**config.mk**
```make
export PLATFORM = sky130hd
export DESIGN_NAME = reu_ram_arbiter
export DESIGN_NICKNAME = d
export VERILOG_FILES = /design/src/rtl/reu_ram_arbiter.sv
export SDC_FILE = /design/constraint.sdc
export NUM_CORES = 1
export LEC_CHECK = 0
export CORE_AREA = 2 2 80 82
export CTS_CLUSTER_SIZE = 10
export DETAILED_ROUTE_END_ITERATION = 8
export DIE_AREA = 0 0 82 84
export PLACE_DENSITY = 0.71
export SETUP_SLACK_MARGIN = 0.1
export SYNTH_ARGS = -nofsm -noshare
export SYNTH_HDL_FRONTEND = slang
export SYNTH_SLANG_ARGS = --single-unit
```
**constraint.sdc**
```tcl
create_clock -name PHI2 -period 2.06 [get_ports PHI2]
set_input_delay 0.206 -clock PHI2 [delete_from_list [all_inputs] [get_ports PHI2]]
set_output_delay 0.206 -clock PHI2 [all_outputs]
set_load 0.01 [all_outputs]
```
**src/rtl/reu_ram_arbiter.sv**
```systemverilog
`default_nettype none
// ============================================================================
// Module  : reu_ram_arbiter
// Shares the REU expansion-RAM port between DMA accesses and periodic refresh.
// Rev     : 1.0  initial release
// ============================================================================
module reu_ram_arbiter #(
  parameter int ADDR_W       = 19,
  parameter int REF_INTERVAL = 15,
  parameter int REF_MAXPEND  = 4,
  parameter int ACC_CYC      = 2,
  parameter int REF_CYC      = 1
) (
  input  logic              PHI2,
  input  logic              RESET,
  input  logic              DmaReq,
  input  logic              DmaWr,
  input  logic [ADDR_W-1:0] DmaAddr,
  input  logic [7:0]        DmaWData,
  output logic              DmaAck,
  output logic [7:0]        DmaRData,
  output logic [ADDR_W-1:0] RamAddr,
  output logic [7:0]        RamDout,
  input  logic [7:0]        RamDin,
  output logic              RamRD,
  output logic              RamWR,
  output logic              RamRef,
  output logic              Busy,
  output logic              RefOverrun
);

  localparam int c_tmr_w  = $clog2(REF_INTERVAL);
  localparam int c_pend_w = $clog2(REF_MAXPEND + 1);
  localparam int c_cyc_mx = (ACC_CYC > REF_CYC) ? ACC_CYC : REF_CYC;
  localparam int c_cnt_w  = $clog2(c_cyc_mx + 1);

  typedef enum logic [1:0] {
    S_IDLE    = 2'd0,
    S_ACCESS  = 2'd1,
    S_REFRESH = 2'd2
  } state_t;

  state_t              r_state, w_state_nxt;
  logic [c_cnt_w-1:0]  r_cnt, w_cnt_nxt;
  logic [c_tmr_w-1:0]  r_tmr;
  logic [c_pend_w-1:0] r_pend;
  logic                r_ovr;
  logic                r_ack, w_ack_nxt;
  logic [7:0]          r_rdata, w_rdata_nxt;
  logic [ADDR_W-1:0]   r_addr, w_addr_nxt;
  logic [7:0]          r_dout, w_dout_nxt;
  logic                r_rd, w_rd_nxt;
  logic                r_wr, w_wr_nxt;
  logic                r_ref, w_ref_nxt;
  logic                r_busy;
  logic                r_wrlat, w_wrlat_nxt;
  logic                w_tick, w_full, w_dec;

  assign w_tick = (r_tmr == c_tmr_w'(REF_INTERVAL - 1));
  assign w_full = (r_pend == c_pend_w'(REF_MAXPEND));

  // A tick and a refresh completion on the same edge cancel out, even at saturation.
  always_ff @(negedge PHI2 or posedge RESET) begin
    if (RESET) begin
      r_tmr  <= '0;
      r_pend <= '0;
      r_ovr  <= 1'b0;
    end else begin
      r_tmr <= w_tick ? '0 : r_tmr + c_tmr_w'(1);
      if (w_tick && !w_dec) begin
        if (w_full) r_ovr  <= 1'b1;
        else        r_pend <= r_pend + c_pend_w'(1);
      end else if (!w_tick && w_dec) begin
        r_pend <= r_pend - c_pend_w'(1);
      end
    end
  end

  always_comb begin
    w_state_nxt = r_state;
    w_cnt_nxt   = r_cnt;
    w_ack_nxt   = 1'b0;
    w_rd_nxt    = 1'b0;
    w_wr_nxt    = 1'b0;
    w_ref_nxt   = 1'b0;
    w_addr_nxt  = r_addr;
    w_dout_nxt  = r_dout;
    w_rdata_nxt = r_rdata;
    w_wrlat_nxt = r_wrlat;
    w_dec       = 1'b0;
    case (r_state)
      S_IDLE: begin
        // DmaAck high marks the turnaround cycle; the held request is not re-taken.
        if (w_full) begin
          w_state_nxt = S_REFRESH;
          w_cnt_nxt   = '0;
          w_ref_nxt   = 1'b1;
        end else if (DmaReq && !r_ack) begin
          w_state_nxt = S_ACCESS;
          w_cnt_nxt   = '0;
          w_addr_nxt  = DmaAddr;
          w_wrlat_nxt = DmaWr;
          if (DmaWr) w_dout_nxt = DmaWData;
          w_rd_nxt    = !DmaWr;
          w_wr_nxt    = DmaWr;
        end else if (r_pend != '0) begin
          w_state_nxt = S_REFRESH;
          w_cnt_nxt   = '0;
          w_ref_nxt   = 1'b1;
        end
      end
      S_ACCESS: begin
        if (r_cnt == c_cnt_w'(ACC_CYC - 1)) begin
          w_state_nxt = S_IDLE;
          w_ack_nxt   = 1'b1;
          if (!r_wrlat) w_rdata_nxt = RamDin;
        end else begin
          w_cnt_nxt = r_cnt + c_cnt_w'(1);
          w_rd_nxt  = !r_wrlat;
          w_wr_nxt  = r_wrlat;
        end
      end
      S_REFRESH: begin
        if (r_cnt == c_cnt_w'(REF_CYC - 1)) begin
          w_state_nxt = S_IDLE;
          w_dec       = 1'b1;
        end else begin
          w_cnt_nxt = r_cnt + c_cnt_w'(1);
          w_ref_nxt = 1'b1;
        end
      end
      default: w_state_nxt = S_IDLE;
    endcase
  end

  always_ff @(negedge PHI2 or posedge RESET) begin
    if (RESET) begin
      r_state <= S_IDLE;
      r_cnt   <= '0;
      r_ack   <= 1'b0;
      r_rdata <= '0;
      r_addr  <= '0;
      r_dout  <= '0;
      r_rd    <= 1'b0;
      r_wr    <= 1'b0;
      r_ref   <= 1'b0;
      r_busy  <= 1'b0;
      r_wrlat <= 1'b0;
    end else begin
      r_state <= w_state_nxt;
      r_cnt   <= w_cnt_nxt;
      r_ack   <= w_ack_nxt;
      r_rdata <= w_rdata_nxt;
      r_addr  <= w_addr_nxt;
      r_dout  <= w_dout_nxt;
      r_rd    <= w_rd_nxt;
      r_wr    <= w_wr_nxt;
      r_ref   <= w_ref_nxt;
      r_busy  <= (w_state_nxt != S_IDLE);
      r_wrlat <= w_wrlat_nxt;
    end
  end

  assign DmaAck     = r_ack;
  assign DmaRData   = r_rdata;
  assign RamAddr    = r_addr;
  assign RamDout    = r_dout;
  assign RamRD      = r_rd;
  assign RamWR      = r_wr;
  assign RamRef     = r_ref;
  assign Busy       = r_busy;
  assign RefOverrun = r_ovr;

endmodule
`default_nettype wire

```
Word level (Yosys, flattened, before mapping)
Cells that the tools add are included.
W data, S select, Z words.
{"block": "totals", "reg_bits": 53, "latch_bits": 0, "ram_bits": 0, "mem_bits_ro": 0, "inputBits": 39, "out_inout_bits": 41, "word_cells": 82, "mem_count": 0}
{"block": "classes", "add_sub_neg": 4, "multipliers": 0, "n_div": 0, "order_cmp": 0, "eq_ne": 9, "n_shift": 0, "muxes": 33, "n_bitwise": 2, "reduce_logical": 20}
{"cell": "$mux W2", "n": 10}
{"cell": "$mux W1", "n": 14}
{"cell": "$pmux W2 S3", "n": 2}
{"cell": "$mux W3", "n": 3}
{"cell": "$reduce_and A4 Y1", "n": 2}
{"cell": "$ne A2 B2 Y1 const B", "n": 3}
{"cell": "$pmux W1 S2", "n": 3}
{"cell": "$reduce_and A3 Y1", "n": 2}
{"cell": "$reduce_bool A3 Y1", "n": 2}
{"cell": "$logic_not A1 Y1", "n": 5}
{"cell": "$add A4 B1 Y4 const B", "n": 1}
{"cell": "$eq A2 B1 Y1 const B", "n": 2}
{"cell": "$eq A4 B4 Y1 const B", "n": 1}
{"cell": "$logic_not A2 Y1", "n": 2}
{"cell": "$mux W4", "n": 1}
{"cell": "$ne A4 B4 Y1 const B", "n": 1}
{"cell": "$reduce_and A2 Y1", "n": 2}
{"cell": "$reduce_bool A2 Y1", "n": 2}
{"cell": "$add A3 B1 Y3 const B", "n": 1}
{"cell": "$eq A3 B3 Y1 const B", "n": 1}
{"cell": "$logic_and A1 B1 Y1", "n": 3}
{"cell": "$sub A3 B1 Y3 const B", "n": 1}
{"cell": "$add A2 B1 Y2 const B", "n": 1}
{"cell": "$eq A2 B2 Y1 const B", "n": 1}
{"cell": "$not A1 Y1", "n": 2}

Depth between registers and ports, before layout
{"block": "logic_depth", "depth_word": 7, "ltp_mapped": 9}

==> out/qor.yml <==
grt:
  antenna_found_initial: 0
  grt_first_pass_wirelength_mm: 8.31
  grt_start_max_net_pins: 34
  grt-ovfl-total: 0
  grt_util_all_layers_pct: 15.5
  grt_pass1_vias: 1804
floorplan:
  dieArea_mm2: 0.00689
  io_pins: 80
  fp.coreArea_mm2: 0.00610
  rows: 29
  fp.dieW_um: 82
  fp.dieH_um: 84
  start_util_pct: 37.9
cts:
  cts.reportedPaths.clkPinSlew_ns: 0.06
  insertion_delay_ns: 0.30
  clock_sinks: 53
  cts.htree.levels: 2
  cts_tree: "built"
  holdBufCountCts: 0
  cts-buffers-inserted: 5
  root_buffer: "clkbuf_8"
  clock_path_buffers: 2
synth:
  synth_cell_types: 32
  ys_ff_latch: 53
  synth_top_area_share_pct: 57.4
  ys.flop_type: "dfrtn_1"
  synthMostInstantiatedCell: "dfrtn_1"
  synthTopCellsByCount: "53 x dfrtn_1, 18 x mux2_4, 17 x mux2_2, 13 x nand2_1, 9 x inv_1"
  synth_edf_count: 0
  syn_area_per_cell_um2: 13.8
  async_flop_share_pct: 100
  yosysSeqAreaShare_pct: 57.4
  ys_top_cells_by_area: "dfrtn_1 57%, mux2_4 12%, mux2_2 8.3%"
  syn_inst: 167
  syn_nets: 213
  netlist_area_mm2: 0.00231
  synth_area_leader_cell: "dfrtn_1"
  synth_warnings: 0
place:
  hpwl_mm: 3.48
  port_buffers: 79
  routabilityCongestion: 0.848
finish:
  layout-drive-gt1-share_pct: 50.3
  fill_cells: 486
  area_growth_pct: 59.2
  antenna_cells: 0
  nNetsFinal: 344
  multi_input_area_mm2: 0.00103
  seqCellArea_mm2: 0.00133
sta:
  skew_ns: 0.00574
  rsz0062_at_grt: "true"
  hold_violations: 0
  holdWs_ns: 0.405
  relSlewSlack_pct: 73.3
  worstMarginPinSlew_ns: 0.397
  setup_viol: 47
  setup_slack_ns: -0.0465
  tns_ns: -0.695
  drv_slew: 0
worst_setup_path:
  crit_chain: "buf_2"
  slowest_stage: "dfrtn_1"
  critical_path.max_fanout: 2
  max_stage_delay_ns: 0.43
  required_ns: 1.85
  critPathCaptureType: "primary output"
  criticalPathCategory: "reg2out"
  crit_family: "flip-flops"
  crit_buf_inv: 1
  cp-start-kind: "flop"
  arrival_ns: 1.90
run:
  maxCapViolations: 0
route:
  drc: 0
  antenna_left: 0
  wire_per_inst_um: 14.2
  viasPerCell: 4.73
  drt_iter0_drc: 47
  vias: 1773
  drt_wl_total_mm: 5.31
  firstDrtPassIters: 4
power:
  ir_worst_vdd_v: 0.000673
  power_density_mw_per_mm2: 1460
  finalPower_uw: 5360
  leakagePower_uw: 0.00173
status:
  outcome: "finished with violations"
  violations: "setup timing"
min_path:
  hold_path_class: "reg2reg"
## state kept, by name, summed over array words and instances, names as in the netlist, 2 cells and up
name,cells
RamAddr,19
DmaRData,8
RamDout,8
r_tmr,4
r_pend,3
r_cnt,2
r_state,2
## cell families after synthesis
group | Yosys count | synth area share [%]
multiplexers | 38 | 21.3
AO/OA/AOI/OAI | 21 | 5.69
flip-flops | 53 | 57.4
adder cells (fa/ha/maj) | 7 | 4.11
AND/OR/NAND/NOR | 36 | 8.23
buffers and inverters | 12 | 3.30
## cell usage in the layout (no fill, tap or decap), types with 2 or more instances in the layout
master | netlist | final
clkinvlp_4 | 0 | 2
mux2_4 | 18 | 22
a21oi_1 | 6 | 4
nor2b_4 | 0 | 2
clkdlybuf4s50_1 | 0 | 36
buf_12 | 1 | 6
o21ai_0 | 7 | 7
dfrtn_1 | 53 | 53
mux2_2 | 17 | 13
buf_4 | 0 | 37
buf_2 | 0 | 32
clkbuf_8 | 0 | 6
nand2_1 | 13 | 13
mux2i_1 | 3 | 3
buf_6 | 2 | 13
ha_2 | 0 | 2
nor3_1 | 4 | 3
nor2_1 | 3 | 2
nand2b_1 | 3 | 3
inv_1 | 9 | 7
ha_1 | 6 | 4
## final cells by class
cell class              count  share of cell area (%)
multi-input cells         103                    28.0
well taps                  77                    2.62
repair buffers            126                    29.9
clock inverters             1                   0.204
flip-flops and latches     53                    36.0
inverters                   9                    1.02
clock buffers               6                    2.24
## routing by layer
metal / vias to the layer above / share of wire (%) / track usage [%]
li1: 840 / - / -
met1: 870 / 43 / 20.4
met2: 56 / 50 / 25.6
met3: 7 / 5.9 / 3.68
met4: 0 / 1.2 / 3.79
met5: - / 0 / 0
## per-stage QoR
stage	util (%)	setup WS [ns]	instance area, um2	cells
finish	60.4	-0.0465	3680	375
global route	60.4	-0.0732	3680	375
CTS	58.9	-0.0412	3590	369
detailed placement	56.1	-0.712	3420	344
global placement	56.1	-0.697	3420	344
floorplan	-	-0.200	2360	167
## report_power, final
part / leakage [uW] / switching, uW / internal, uW / total [uW]
Combinational: 0.00105 / 1150 / 1810 / 2950
Clock: 0.0000433 / 332 / 267 / 598
Sequential: 0.000637 / 250 / 1560 / 1810
## worst register-to-register path: cells and delay by family, from the launching register on
kind	cells	cell delay, ns
AND/OR/NAND/NOR	4	0.59
buffers and inverters	2	0.13
adder cells (fa/ha/maj)	2	0.55
flip-flops	1	0.41
AO/OA/AOI/OAI	1	0.06
## repair_timing
item                                    in CTS  in global routing
setup buffers                               15                  8
pin swaps                                    3                  3
gates resized for setup                    189                 10
gates cloned                                 3                  1
endpoints found under the setup margin      78                 73
## path summary, 6_finish.rpt
kind                                         start                      to  slack (ns)  cells after the start
setup / recovery           RamAddr[10]$_DFFE_NP0P_             RamAddr[10]       -0.05                      1
hold / removal                 r_wrlat$_DFFE_NP0P_         RamRD$_DFF_NP0_        0.41                      1
setup reg to reg              r_cnt[0]$_DFFE_NP0P_   r_pend[2]$_DFFE_NP0P_        0.17                      9
hold reg to reg                r_wrlat$_DFFE_NP0P_         RamRD$_DFF_NP0_        0.41                      1
max in group asynchronous                    RESET        DmaAck$_DFF_NP0_        0.60                      3
min in group asynchronous                    RESET  RamAddr[6]$_DFFE_NP0P_        1.22                      3
Power figures use the tool's default switching activity.
